## src/rtl/spi_flash_pkg.sv

```systemverilog
`default_nettype none
// ============================================================================
// Module      : spi_flash_pkg
// Description : Shared types and constants for the SPI flash read controller.
// Revision    : 1.0 - initial release
// ============================================================================
package spi_flash_pkg;

  // Controller states
  typedef enum logic [2:0] {
    ST_IDLE = 3'd0,
    ST_GAP  = 3'd1,
    ST_CMD  = 3'd2,
    ST_ADDR = 3'd3,
    ST_DATA = 3'd4,
    ST_RESP = 3'd5,
    ST_HOLD = 3'd6
  } state_t;

  localparam logic [7:0] CMD_READ  = 8'h03;
  localparam int         CMD_BITS  = 8;
  localparam int         ADDR_BITS = 24;
  localparam int         DATA_BITS = 32;

  // Flash returns byte 0 first; the CPU wants it in the low byte
  function automatic logic [31:0] bytes_le(input logic [31:0] w);
    return {w[7:0], w[15:8], w[23:16], w[31:24]};
  endfunction

endpackage
`default_nettype wire

```

## src/rtl/spi_sck_gen.sv

```systemverilog
`default_nettype none
// ============================================================================
// Module      : spi_sck_gen
// Description : SCK generator. Each SCK phase lasts CLK_DIV clk cycles; the
//               rise/fall strobes are high in the cycle whose closing clk
//               edge flips SCK. Clear forces SCK low and restarts the phase.
// Revision    : 1.0 - initial release
// ============================================================================
module spi_sck_gen #(
  parameter int CLK_DIV = 1
) (
  input  logic clk,
  input  logic resetn,
  input  logic i_en,
  input  logic i_clr,
  output logic o_sck,
  output logic o_rise,
  output logic o_fall
);

  localparam logic [3:0] c_cnt_last = 4'(CLK_DIV - 1);

  logic [3:0] r_cnt;
  logic       r_sck;
  logic       w_wrap;

  assign w_wrap = i_en && !i_clr && (r_cnt == c_cnt_last);
  assign o_sck  = r_sck;
  assign o_rise = w_wrap && !r_sck;
  assign o_fall = w_wrap && r_sck;

  // Phase counter and SCK level; SCK toggles at the end of each phase
  always_ff @(posedge clk or negedge resetn) begin
    if (!resetn) begin
      r_cnt <= 4'd0;
      r_sck <= 1'b0;
    end else if (i_clr) begin
      r_cnt <= 4'd0;
      r_sck <= 1'b0;
    end else if (i_en) begin
      if (w_wrap) begin
        r_cnt <= 4'd0;
        r_sck <= ~r_sck;
      end else begin
        r_cnt <= r_cnt + 4'd1;
      end
    end
  end

endmodule
`default_nettype wire

```

## src/rtl/spi_flash_rdctl.sv

```systemverilog
`default_nettype none
// ============================================================================
// Module      : spi_flash_rdctl
// Description : Word-fetch SPI flash read controller. Each request becomes a
//               single-bit READ (0x03) in SPI mode 0; with CONT_EN the chip
//               stays selected after a word so a sequential fetch streams on
//               without command or address.
// Revision    : 1.0 - initial release
// ============================================================================
module spi_flash_rdctl
  import spi_flash_pkg::*;
#(
  parameter int CLK_DIV  = 1,
  parameter int CSB_HIGH = 2,
  parameter bit CONT_EN  = 1'b1
) (
  input  logic        clk,
  input  logic        resetn,
  input  logic        req_valid,
  output logic        req_ready,
  input  logic [23:0] req_addr,
  output logic        rsp_valid,
  output logic [31:0] rsp_data,
  output logic        flash_csb,
  output logic        flash_clk,
  output logic        flash_io0_do,
  output logic        flash_io0_oe,
  input  logic        flash_io1_di
);

  localparam logic [5:0] c_cmd_last  = 6'(CMD_BITS - 1);
  localparam logic [5:0] c_addr_last = 6'(ADDR_BITS - 1);
  localparam logic [5:0] c_data_last = 6'(DATA_BITS - 1);
  localparam logic [7:0] c_gap_last  = 8'((CSB_HIGH > 1) ? (CSB_HIGH - 1) : 0);

  state_t      r_state;
  logic [23:2] r_addr;
  logic [31:0] r_tx;
  logic [31:0] r_rx;
  logic [5:0]  r_bit_cnt;
  logic [7:0]  r_gap_cnt;
  logic        r_pending;
  logic        r_csb;
  logic        r_oe;
  logic        r_req_ready;
  logic        r_rsp_valid;
  logic [31:0] r_rsp_data;

  logic        w_sck_en;
  logic        w_sck;
  logic        w_rise;
  logic        w_fall;
  logic        w_accept;
  logic [23:2] w_next_word;
  logic        w_seq;
  logic        w_unused_addr_lsb;

  assign w_sck_en    = (r_state == ST_CMD) || (r_state == ST_ADDR) || (r_state == ST_DATA);
  assign w_accept    = req_valid && r_req_ready;
  assign w_next_word = r_addr + 22'd1;
  assign w_seq       = (req_addr[23:2] == w_next_word);
  // The word address is all that matters; byte lanes are always fetched as 0
  assign w_unused_addr_lsb = ^req_addr[1:0];

  spi_sck_gen #(
    .CLK_DIV (CLK_DIV)
  ) u_sck_gen (
    .clk    (clk),
    .resetn (resetn),
    .i_en   (w_sck_en),
    .i_clr  (!w_sck_en),
    .o_sck  (w_sck),
    .o_rise (w_rise),
    .o_fall (w_fall)
  );

  assign req_ready    = r_req_ready;
  assign rsp_valid    = r_rsp_valid;
  assign rsp_data     = r_rsp_data;
  assign flash_csb    = r_csb;
  assign flash_clk    = w_sck;
  assign flash_io0_do = r_tx[31];
  assign flash_io0_oe = r_oe;

  // Transaction sequencer: command/address shift-out, data shift-in, response
  always_ff @(posedge clk or negedge resetn) begin
    if (!resetn) begin
      r_state     <= ST_GAP;
      r_addr      <= 22'd0;
      r_tx        <= 32'd0;
      r_rx        <= 32'd0;
      r_bit_cnt   <= 6'd0;
      r_gap_cnt   <= 8'd0;
      r_pending   <= 1'b0;
      r_csb       <= 1'b1;
      r_oe        <= 1'b0;
      r_req_ready <= 1'b0;
      r_rsp_valid <= 1'b0;
      r_rsp_data  <= 32'd0;
    end else begin
      r_rsp_valid <= 1'b0;
      case (r_state)
        ST_IDLE: begin
          if (w_accept) begin
            r_addr      <= req_addr[23:2];
            r_tx        <= {CMD_READ, req_addr[23:2], 2'b00};
            r_csb       <= 1'b0;
            r_oe        <= 1'b1;
            r_req_ready <= 1'b0;
            r_bit_cnt   <= 6'd0;
            r_state     <= ST_CMD;
          end
        end
        ST_GAP: begin
          if (r_gap_cnt == c_gap_last) begin
            r_gap_cnt <= 8'd0;
            if (r_pending) begin
              // Request was taken while streaming; start it without idling
              r_pending <= 1'b0;
              r_tx      <= {CMD_READ, r_addr, 2'b00};
              r_csb     <= 1'b0;
              r_oe      <= 1'b1;
              r_bit_cnt <= 6'd0;
              r_state   <= ST_CMD;
            end else begin
              r_req_ready <= 1'b1;
              r_state     <= ST_IDLE;
            end
          end else begin
            r_gap_cnt <= r_gap_cnt + 8'd1;
          end
        end
        ST_CMD: begin
          if (w_fall) begin
            r_tx <= {r_tx[30:0], 1'b0};
            if (r_bit_cnt == c_cmd_last) begin
              r_bit_cnt <= 6'd0;
              r_state   <= ST_ADDR;
            end else begin
              r_bit_cnt <= r_bit_cnt + 6'd1;
            end
          end
        end
        ST_ADDR: begin
          if (w_fall) begin
            r_tx <= {r_tx[30:0], 1'b0};
            if (r_bit_cnt == c_addr_last) begin
              // Release MOSI once the last address bit has been clocked
              r_bit_cnt <= 6'd0;
              r_oe      <= 1'b0;
              r_state   <= ST_DATA;
            end else begin
              r_bit_cnt <= r_bit_cnt + 6'd1;
            end
          end
        end
        ST_DATA: begin
          if (w_rise) begin
            r_rx <= {r_rx[30:0], flash_io1_di};
          end
          if (w_fall) begin
            if (r_bit_cnt == c_data_last) begin
              r_bit_cnt <= 6'd0;
              r_state   <= ST_RESP;
            end else begin
              r_bit_cnt <= r_bit_cnt + 6'd1;
            end
          end
        end
        ST_RESP: begin
          r_rsp_valid <= 1'b1;
          r_rsp_data  <= bytes_le(r_rx);
          if (CONT_EN) begin
            r_req_ready <= 1'b1;
            r_state     <= ST_HOLD;
          end else begin
            r_csb     <= 1'b1;
            r_gap_cnt <= 8'd0;
            r_state   <= ST_GAP;
          end
        end
        ST_HOLD: begin
          if (w_accept) begin
            r_addr      <= req_addr[23:2];
            r_req_ready <= 1'b0;
            if (w_seq) begin
              // Flash is already positioned at the next word: just clock it
              r_bit_cnt <= 6'd0;
              r_state   <= ST_DATA;
            end else begin
              r_csb     <= 1'b1;
              r_pending <= 1'b1;
              r_gap_cnt <= 8'd0;
              r_state   <= ST_GAP;
            end
          end
        end
        default: begin
          r_csb       <= 1'b1;
          r_oe        <= 1'b0;
          r_req_ready <= 1'b0;
          r_gap_cnt   <= 8'd0;
          r_state     <= ST_GAP;
        end
      endcase
    end
  end

endmodule
`default_nettype wire
```

## config.mk

```make
export PLATFORM = sky130hd
export DESIGN_NAME = spi_flash_rdctl
export DESIGN_NICKNAME = d
export VERILOG_FILES = /design/src/rtl/spi_flash_pkg.sv /design/src/rtl/spi_sck_gen.sv /design/src/rtl/spi_flash_rdctl.sv
export SDC_FILE = /design/constraint.sdc
export NUM_CORES = 1
export LEC_CHECK = 0
export ABC_AREA = 1
export BUFFER_PORTS_ARGS = -buffer_cell sky130_fd_sc_hd__buf_2
export CORE_MARGIN = 5
export CORE_UTILIZATION = 46
export DETAILED_ROUTE_END_ITERATION = 10
export SYNTH_ARGS = -nofsm -noshare
export SYNTH_HDL_FRONTEND = slang
export SYNTH_SLANG_ARGS = --single-unit
export TNS_END_PERCENT = 100
```

## constraint.sdc

```tcl
create_clock -name clk -period 2.5 [get_ports clk]
set_input_delay 0.125 -clock clk [delete_from_list [all_inputs] [get_ports clk]]
set_output_delay 0.125 -clock clk [all_outputs]
set_load 0.01 [all_outputs]
```

==> impl_metrics.ini <==
[clocking]
clock_path_buffers = 2
cts_buffers = 17
h-tree-depth = 4
cts_tree = built
clkLatencyLatePin_ns = 0.42
cts_root_buf = clkbuf_16
clk_pin_slew_ns = 0.06
cts_sinks = 143

[sta]
fin_crit_ns = 2.26
finalHoldViolCount = 0
report.final.slew_viol_count = 0
timing.hold.ws_ns = 0.0182
max_freq_ghz = 0.442
setup_tns_ns = 0
rsz0062_at_grt = false
finClkSkew_ns = 0.00887
setup_viol = 0
tightest_slew_ns = 0.598
slew_headroom_pct = 59.1
min_period_over_period_pct = 90.5

[floorplan]
die_height_um = 135
rows = 45
die_w_um = 135
io_pins = 66
start_util_pct = 47.1
dieArea_um2 = 18200
core_area_um2 = 15300

[worst_setup_path]
crit_path_end_kind = flip-flop
cp_data_required_time_ns = 2.81
timing.rr.start = r_addr[2]
arrival_ns = 2.57
worstSetupStartpointType = flip-flop
startpoint = r_addr[2]
critPathKind = flip-flop to flip-flop
cp_max_fo = 12

[min_path]
hold_class = input pin to flip-flop
hold_start = req_addr[6]

[yosys]
synth-main-ff-cell = dfrtp_1
ys_seq_area_share_pct = 49.9
ys_top_cells_by_area = dfrtp_1 49%, nand2_1 13%, inv_1 6.1%
synthCells = 915
synth_area_um2 = 7180
avgSynthCellArea_um2 = 7.85
synth.net_count = 949
ys_ff_latch = 143
synth_top_area_share_pct = 49.1
synth_top_area_cell = dfrtp_1
synth.distinct_cells = 40
synth_warnings = 0
synth_edf_count = 0
async_reset_ff_share_pct = 100

[place]
dp_hpwl_um = 11200
port_buffers = 63
place_congestion = 0.891

[route]
wire_per_inst_um = 13.3
num_vias = 5973
drt-pass1-iter-count = 5
drtAntennaViolNets = 0
initialDrtViolationCount = 422
routed_via_density = 4.89
drc_errors = 0
wirelength_um = 16200

[final_layout]
nets = 1031
fillCellCount = 1480
drive_gt1_share_pct = 15.1
num_antenna_cells = 0
syn2layout_area_growth_pct = 18.4

[global_route]
grt_pass1_vias = 5673
grt_overflow_total = 0
antenna_found_initial = 0
grt_max_degree = 65
grt_pass1_wl_um = 27600
gr-usage-all-layers_pct = 18.8

[outcome]
status = complete, no violations

[power]
power_mw = 4.85
p_leak_nw = 4.15
p_per_area_nw_per_um2 = 571
max-vdd-ir-drop_mv = 0.654

[run]
maxCapViolCount = 0
==> state kept, by name, summed over array words and instances, names as in the netlist <==
name and count:
flash_csb 1, flash_io0_oe 1, r_addr 22, r_bit_cnt 6
r_gap_cnt 8, r_pending 1, r_rx 32, r_state 3
r_tx 30, req_ready 1, rsp_data 32, rsp_valid 1
u_sck_gen.o_sck 1, u_sck_gen.r_cnt 4
==> logic make-up after synthesis <==
logic type,Yosys count,synth area share [%]
muxes,3,0.470
and+or+nand+nor,404,23.2
DFF,143,49.9
AOI/OAI and AO/OA,180,14.0
adders and majority gates,6,1.05
xor gates and xnor gates,22,2.68
buffers and inverters,157,8.80
==> cells in the mapped netlist (3+ instances only) <==
library cell / number
a31oi_1: 3
nor2_1: 74
nand3b_1: 3
buf_6: 5
ha_1: 6
o221ai_1: 5
nor2_2: 9
o21ai_0: 68
clkbuf_1: 22
nand3_1: 44
o21ai_1: 56
a21oi_1: 20
xnor2_1: 8
o22ai_1: 11
nand2_1: 256
inv_2: 10
or2_2: 3
xor2_1: 14
o21ai_2: 5
dfrtp_1: 141
inv_1: 117
nand4_1: 5
nor3_1: 6
==> metal layers <==
metal  vias to the layer above  track usage [%]  wire (um)  share of wire [%]
li1                       3081                -          -                  -
met3                        21             5.40        749                4.6
met1                      2768             26.1       7850                 48
met5                         -                0          0                  0
met4                         0             6.22        261                1.6
met2                       103             28.7       7370                 45
==> what timing repair did <==
item / CTS / global route
gates resized for setup: 0 / 9
setup endpoints to repair: 0 / 17
endpoints found under the hold margin: 61 / 0
buffers inserted: 0 / 2
hold buffers: 10 / 0
==> cell type report <==
| cell class | count | area (um2) | share of cell area, % |
|---|---|---|---|
| inverters | 128 | 480 | 5.65 |
| clock inverters | 14 | 124 | 1.46 |
| well taps | 211 | 264 | 3.11 |
| clock buffers | 18 | 429 | 5.05 |
| flip-flops and latches | 143 | 3580 | 42.1 |
| repair buffers | 92 | 602 | 7.08 |
| multi-input cells | 615 | 3020 | 35.5 |
==> final timing paths <==
check                           slack (ns)  cells after the start            to
worst min-delay path                  0.02                      3     r_addr[6]
worst min register to register        0.48                      2   rsp_data[7]
worst max register to register        0.24                     17  r_bit_cnt[0]
min in group asynchronous             0.22                      2      r_tx[18]
worst max-delay path                  0.24                     17  r_bit_cnt[0]
max in group asynchronous             1.51                      3     flash_csb
==> stage by stage <==
stage          setup slack [ns]  utilization, %  cells  cell area [um2]
2_1_floorplan             0.458               -    915             7180
6_report                  0.238            55.7   1221             8500
5_1_grt                  0.0102            55.7   1221             8500
3_5_place_dp             0.0692            51.0   1177             7780
3_3_place_gp              0.156            51.0   1177             7780
4_1_cts                  0.0556            55.3   1219             8440
==> cell usage in the layout, fill, tap and decap left out, types with 3 or more instances in the layout <==
cell and instances:
buf_4 16, nand2_1 256, inv_8 5, xor2_1 14, clkbuf_16 17, o22ai_1 11, nand3b_1 3, o221ai_1 5
clkinvlp_4 3, o21ai_0 68, o21ai_1 56, nor2_2 7, nor2_4 5, inv_2 10, nor2_1 73, ha_1 5
nor3_1 6, or2_2 3, nand4_1 5, nand3_1 41, buf_2 62, dfrtp_1 141, o21ai_2 5, a21oi_1 20
dlygate4sd3_1 10, a31oi_1 3, buf_12 3, xnor2_1 8, inv_1 116
==> critical path, stage by stage (launching register included) <==
cell     delay (ns)
dfrtp_1        0.44
ha_4           0.18
nand2_1        0.08
nor2_4         0.19
nand2_2        0.10
nor2_4         0.13
nand2_1        0.06
nand2_1        0.05
nand2_1        0.05
nor2_1         0.10
nand2_1        0.08
nor2_2         0.14
nand2_1        0.08
nand2_1        0.10
nand2_1        0.06
buf_4          0.18
nand2_1        0.08
o21ai_2        0.05
==> where the power goes <==
part / switching (mW) / internal (mW) / leakage (nW)
Clock: 1.08 / 1.31 / 0.266
Combinational: 0.101 / 0.0571 / 2.06
Sequential: 0.000167 / 2.31 / 1.82
Total: 1.18 / 3.68 / 4.15
No activity file was read; power rests on OpenSTA's default activity.
